`config.mk`:
```
export PLATFORM = sky130hd
export DESIGN_NAME = alu_op_decode_stage
export DESIGN_NICKNAME = d
export VERILOG_FILES = /design/src/rtl/alu_op_decode_stage_pkg.sv /design/src/rtl/mips_alu_op_lut.sv /design/src/rtl/alu_op_decode_stage.sv
export SDC_FILE = /design/constraint.sdc
export NUM_CORES = 1
export LEC_CHECK = 0
export CAP_MARGIN = 20
export CELL_PAD_IN_SITES_DETAIL_PLACEMENT = 1
export CELL_PAD_IN_SITES_GLOBAL_PLACEMENT = 1
export CORE_AREA = 2 2 155 96
export DETAILED_ROUTE_END_ITERATION = 10
export DIE_AREA = 0 0 157 98
export HOLD_SLACK_MARGIN = 0.1
export PLACE_DENSITY_LB_ADDON = 0.1
export SLEW_MARGIN = 20
export SYNTH_ARGS = -nofsm -noshare
export SYNTH_HDL_FRONTEND = slang
export SYNTH_SLANG_ARGS = --single-unit
export TNS_END_PERCENT = 20
```
`constraint.sdc`:
```
create_clock -name clk -period 3.2 [get_ports clk]
set_input_delay 0.96 -clock clk [delete_from_list [all_inputs] [get_ports clk]]
set_output_delay 0.96 -clock clk [all_outputs]
set_load 0.02 [all_outputs]
```
`src/rtl/alu_op_decode_stage_pkg.sv`:
```
// alu_op_decode_stage_pkg: ALU op codes, MIPS opcode/funct constants and the decoded bundle
package alu_op_decode_stage_pkg;
  localparam logic [4:0] ALU_ADD  = 5'd0;
  localparam logic [4:0] ALU_ADDU = 5'd1;
  localparam logic [4:0] ALU_SUB  = 5'd2;
  localparam logic [4:0] ALU_SUBU = 5'd3;
  localparam logic [4:0] ALU_AND  = 5'd4;
  localparam logic [4:0] ALU_OR   = 5'd5;
  localparam logic [4:0] ALU_NOR  = 5'd6;
  localparam logic [4:0] ALU_SLT  = 5'd7;
  localparam logic [4:0] ALU_SLL  = 5'd8;
  localparam logic [4:0] ALU_SRL  = 5'd9;
  localparam logic [4:0] ALU_SRA  = 5'd10;
  localparam logic [4:0] ALU_JR   = 5'd11;
  localparam logic [4:0] ALU_NOP  = 5'd12;
  localparam logic [5:0] OP_RTYPE = 6'h00;
  localparam logic [5:0] OP_ADDI  = 6'h08;
  localparam logic [5:0] OP_ADDIU = 6'h09;
  localparam logic [5:0] OP_SLTI  = 6'h0A;
  localparam logic [5:0] OP_ANDI  = 6'h0C;
  localparam logic [5:0] OP_ORI   = 6'h0D;
  localparam logic [5:0] FN_SLL  = 6'h00;
  localparam logic [5:0] FN_SRL  = 6'h02;
  localparam logic [5:0] FN_SRA  = 6'h03;
  localparam logic [5:0] FN_JR   = 6'h08;
  localparam logic [5:0] FN_ADD  = 6'h20;
  localparam logic [5:0] FN_ADDU = 6'h21;
  localparam logic [5:0] FN_SUB  = 6'h22;
  localparam logic [5:0] FN_SUBU = 6'h23;
  localparam logic [5:0] FN_AND  = 6'h24;
  localparam logic [5:0] FN_OR   = 6'h25;
  localparam logic [5:0] FN_NOR  = 6'h27;
  localparam logic [5:0] FN_SLT  = 6'h2A;
  typedef struct packed {
    logic [4:0]  alu_op;
    logic [4:0]  shamt;
    logic [4:0]  rs;
    logic [4:0]  rt;
    logic [4:0]  rd;
    logic [31:0] imm;
    logic        use_imm;
    logic        reg_write;
    logic        illegal;
  } bundle_t;
  localparam int BUNDLE_W = $bits(bundle_t);
endpackage

```
`src/rtl/mips_alu_op_lut.sv`:
```
// mips_alu_op_lut: combinational MIPS instruction word to ALU command bundle
module mips_alu_op_lut
  import alu_op_decode_stage_pkg::*;
(
  input  logic [31:0] instr,
  output bundle_t     bundle
);
  logic [5:0] op, fn;
  logic [4:0] r_op, i_op, rd;
  logic r_ok, i_ok, i_sx, rtype, nop, ill, shift;
  assign op = instr[31:26];
  assign fn = instr[5:0];
  assign rtype = op == OP_RTYPE;
  assign nop = instr == 32'd0;
  assign ill = rtype ? !r_ok : !i_ok;
  assign shift = r_op == ALU_SLL || r_op == ALU_SRL || r_op == ALU_SRA;
  assign rd = ill || (rtype && r_op == ALU_JR) ? 5'd0 : rtype ? instr[15:11] : instr[20:16];
  // R-type funct lookup
  always_comb begin
    r_op = ALU_NOP;
    r_ok = 1'b1;
    case (fn)
      FN_ADD:  r_op = ALU_ADD;
      FN_ADDU: r_op = ALU_ADDU;
      FN_SUB:  r_op = ALU_SUB;
      FN_SUBU: r_op = ALU_SUBU;
      FN_AND:  r_op = ALU_AND;
      FN_OR:   r_op = ALU_OR;
      FN_NOR:  r_op = ALU_NOR;
      FN_SLT:  r_op = ALU_SLT;
      FN_SLL:  r_op = ALU_SLL;
      FN_SRL:  r_op = ALU_SRL;
      FN_SRA:  r_op = ALU_SRA;
      FN_JR:   r_op = ALU_JR;
      default: r_ok = 1'b0;
    endcase
  end
  // I-type opcode lookup; logical immediates zero-extend
  always_comb begin
    i_op = ALU_NOP;
    i_ok = 1'b1;
    i_sx = 1'b1;
    case (op)
      OP_ADDI:  i_op = ALU_ADD;
      OP_ADDIU: i_op = ALU_ADDU;
      OP_SLTI:  i_op = ALU_SLT;
      OP_ANDI:  begin i_op = ALU_AND; i_sx = 1'b0; end
      OP_ORI:   begin i_op = ALU_OR;  i_sx = 1'b0; end
      default:  i_ok = 1'b0;
    endcase
  end
  // bundle assembly; the all-zero word is a nop rather than sll $0,$0,0
  always_comb begin
    bundle.alu_op    = ill || nop ? ALU_NOP : rtype ? r_op : i_op;
    bundle.shamt     = rtype && shift ? instr[10:6] : 5'd0;
    bundle.rs        = instr[25:21];
    bundle.rt        = instr[20:16];
    bundle.rd        = rd;
    bundle.imm       = rtype || ill ? 32'd0 : {{16{i_sx & instr[15]}}, instr[15:0]};
    bundle.use_imm   = !rtype && !ill;
    bundle.reg_write = rd != 5'd0;
    bundle.illegal   = ill;
  end
endmodule

```
`src/rtl/alu_op_decode_stage.sv`:
```
// alu_op_decode_stage: decode stage with 2-entry output skid buffer and illegal counter
module alu_op_decode_stage
  import alu_op_decode_stage_pkg::*;
#(
  parameter int CNT_W = 16
) (
  input  logic             clk,
  input  logic             rst_n,
  input  logic             flush,
  input  logic             in_valid,
  output logic             in_ready,
  input  logic [31:0]      instr,
  output logic             out_valid,
  input  logic             out_ready,
  output logic [4:0]       alu_op,
  output logic [4:0]       shamt,
  output logic [4:0]       rs,
  output logic [4:0]       rt,
  output logic [4:0]       rd,
  output logic [31:0]      imm,
  output logic             use_imm,
  output logic             reg_write,
  output logic             illegal,
  output logic [CNT_W-1:0] illegal_cnt
);
  typedef enum logic [1:0] {EMPTY, ONE, FULL} state_t;
  localparam bundle_t RST_B = bundle_t'({ALU_NOP, {(BUNDLE_W-5){1'b0}}});
  state_t state, nxt;
  bundle_t dec, b0, b1;
  logic acc, drn, ld0, ld1, mv;
  mips_alu_op_lut u_lut (.instr(instr), .bundle(dec));
  assign out_valid = state != EMPTY;
  assign in_ready = state != FULL;
  assign acc = in_valid && in_ready && !flush;
  assign drn = out_valid && out_ready;
  // next occupancy and buffer write enables; b0 is always the head
  always_comb begin
    ld0 = acc && (state == EMPTY || (state == ONE && drn));
    ld1 = acc && state == ONE && !drn;
    mv  = state == FULL && drn;
    nxt = flush ? EMPTY
        : ld1 ? FULL
        : state == ONE && drn && !acc ? EMPTY
        : (state == EMPTY && acc) || mv ? ONE
        : state;
  end
  // buffer, occupancy and saturating illegal counter
  always_ff @(posedge clk) begin
    if (!rst_n) begin
      state       <= EMPTY;
      b0          <= RST_B;
      b1          <= RST_B;
      illegal_cnt <= '0;
    end else begin
      state <= nxt;
      if (ld0) b0 <= dec;
      else if (mv) b0 <= b1;
      if (ld1) b1 <= dec;
      if (acc && dec.illegal && illegal_cnt != '1) illegal_cnt <= illegal_cnt + CNT_W'(1);
    end
  end
  assign alu_op    = b0.alu_op;
  assign shamt     = b0.shamt;
  assign rs        = b0.rs;
  assign rt        = b0.rt;
  assign rd        = b0.rd;
  assign imm       = b0.imm;
  assign use_imm   = b0.use_imm;
  assign reg_write = b0.reg_write;
  assign illegal   = b0.illegal;
endmodule

```
==> reports/qor.yml <==
timing:
  fmax_ghz: 0.326
  worst_pin_slew_ns: 0.680
  setup_slack_ns: 0.134
  slew_headroom: 0.543
  rsz0062_at_grt: "false"
  tns_ns: 0
  report.final.slew_viol_count: 0
  fin_worst_skew_ns: 0.00555
  period_minus_slack_ns: 3.07
  finalSetupViolCount: 0
  final_hold_viol_count: 0
  min_period_over_period: 0.958
clock_tree:
  cts_resized: 0
  clkTransAtPathRegs_ns: 0.08
  cts_root_buf: "clkbuf_16"
  hold_buffers: 0
  cts_tree: "done"
  htreeDepth: 3
  postCtsSetupBuffers: 0
  numCtsBuffers: 9
  cts_sinks: 106
  insertion_delay_ns: 0.35
  cts_buffer_depth: 2
floorplan:
  std_cell_rows: 34
  io_pins: 115
  dieHeight_um: 98
  coreArea_mm2: 0.0141
  fp.dieArea_mm2: 0.0154
  dieWidth_um: 157
  start_util: 0.362
critical_path:
  critPathRequiredTime_ns: 2.24
  cpPeakStageDelay_ns: 0.57
  cp_max_fo: 9
  crit_chain: "nor2b_1 -> inv_1 -> clkdlybuf4s50_1"
  end_kind: "output port"
  arrival_ns: 2.11
  start_kind: "register"
  slowest_stage: "nor2b_1"
  worstSetupPathType: "reg2out"
place:
  place_congestion: 0.825
  dp_hpwl_um: 13000
  dp_cells: 926
  pre_cts_ws_ns: 0.0259
  io_buffers: 113
global_route:
  grt_overflow: 0
  antenna_found_initial: 0
  grt_pass1_vias: 5368
  track_usage: 0.240
  grt_pass1_wl_um: 29200
  grt_max_degree: 35
synthesis:
  synth_edf_count: 0
  synth_flop_cell: "dfxtp_1"
  synthCells: 633
  netlist-cell-type-count: 59
  netlist_area_mm2: 0.00510
  ys_ff_latch: 106
  synthesis.nets: 671
  ys_seq_area_frac: 0.416
  yosys.area.top_type_share: 0.416
  synth_top_area_cell: "dfxtp_1"
  synthTopCellsByArea: "dfxtp_1 (42%), nand2_1 (7.9%), a21oi_1 (7.7%)"
  synth_most_common_cell: "nand2_1"
  yosys_warnings: 0
  postSynthAreaPerCell_um2: 8.06
  synthTopCellsByCount: "nand2_1 (107), dfxtp_1 (106), a21oi_1 (79)"
  synth-async-reset-ratio: 0
layout:
  syn2layout_area_growth_pct: 34.7
  n_antenna_cell: 0
  fin_cells: 942
  register_area_mm2: 0.00212
  drive_gt1_frac: 0.120
  nFillCells: 1663
  final_util: 0.488
  fin_nets: 777
  multi_input_area_mm2: 0.00265
route:
  drc: 0
  antenna_left: 0
  drt-total-wl_um: 18100
  dr.pass1.iters: 5
  vias: 5239
  vias_per_cell: 5.56
  wl_per_cell_um: 19.2
  first_iter_violations: 233
run_status:
  status: "finished clean"
power:
  pwr-share-comb: 0.128
  clkPwrFrac: 0.404
  p_switching_uw: 775
  ir_worst_vdd_mv: 0.228
  switching_share: 0.267
  leakagePower_uw: 0.00235
  powerDensity_mw_per_mm2: 421
  power.internal_uw: 2120
  seqPwrFrac: 0.468
flow_run:
  cap_violations: 0
worst_hold_path:
  hold_path_class: "reg2reg"
layout make-up:
cell class / count / share of cell area
multi-input combinational: 454 / 0.385
clock buffer: 9 / 0.0328
timing repair buffer: 159 / 0.220
clock inverter: 7 / 0.0126
sequential: 106 / 0.309
inverter: 9 / 0.00491
tap: 198 / 0.0360
per-stage QoR:
step / power [uW] / hold slack (ns) / cell area, um2
floorplan: 1570 / 0.433 / 5100
CTS: 2930 / 0.458 / 6880
detailed placement: 1750 / 0.447 / 6560
finish: 2900 / 0.458 / 6880
global placement: 1750 / 0.440 / 6560
global route: 3010 / 0.473 / 6880
critical path: cells and delay by family (launching register included):
kind / cells / cell delay (ns)
buf+inv: 2 / 0.66
simple gates: 1 / 0.57
flops: 1 / 0.52
placed cells by master, fill, tap and decap left out, types with 8 or more instances in the layout:
master and count:
o21ai_0 15, mux2i_1 16, clkdlybuf4s50_1 113, clkbuf_16 9, mux2_2 16, nand3_1 51, a21oi_1 79, dfxtp_1 106
nand2_1 107, nor3_1 19, a22oi_1 12, buf_4 43, inv_1 8, nor2_1 22, o31ai_1 15, or4_1 11
metal layers:
layer,track usage,part of all wire
met1,0.345,0.50
met2,0.372,0.44
met3,0.0542,0.057
met4,0.0388,0.0043
met5,0,0
cells by family after synthesis:
| group | after synthesis | synth area share |
|---|---|---|
| flops | 106 | 0.416 |
| simple gates | 261 | 0.249 |
| xor+xnor | 2 | 0.00343 |
| fa+ha+maj | 2 | 0.00441 |
| compound gates | 156 | 0.191 |
| other cells | 1 | 0.000735 |
| buf+inv | 73 | 0.0689 |
| mux | 32 | 0.0667 |
power groups by stage:
stage	clock (uW)	sequential (uW)	combinational, uW
floorplan	0	1400	164
global placement	0	1390	360
detailed placement	0	1390	368
CTS	1200	1360	371
global route	1250	1360	398
finish	1170	1360	371
sequential cells by signal, indices dropped and copies added (netlist names), 4 cells and up:
| register | count |
|---|---|
| alu_op | 4 |
| b1 | 44 |
| illegal_cnt | 16 |
| imm | 17 |
| rd | 5 |
| rs | 5 |
| rt | 5 |
| shamt | 5 |
path summary, 6_finish.rpt:
path | startpoint | endpoint | slack [ns] | cells past startpoint
worst min register to register | b1[15] | b1[15] | 0.46 | 2
worst max-delay path | state[1] | in_ready | 0.13 | 3
worst max register to register | illegal_cnt[0] | illegal_cnt[8] | 1.08 | 7
worst min-delay path | b1[15] | b1[15] | 0.46 | 2
Power figures use the tool's default switching activity.
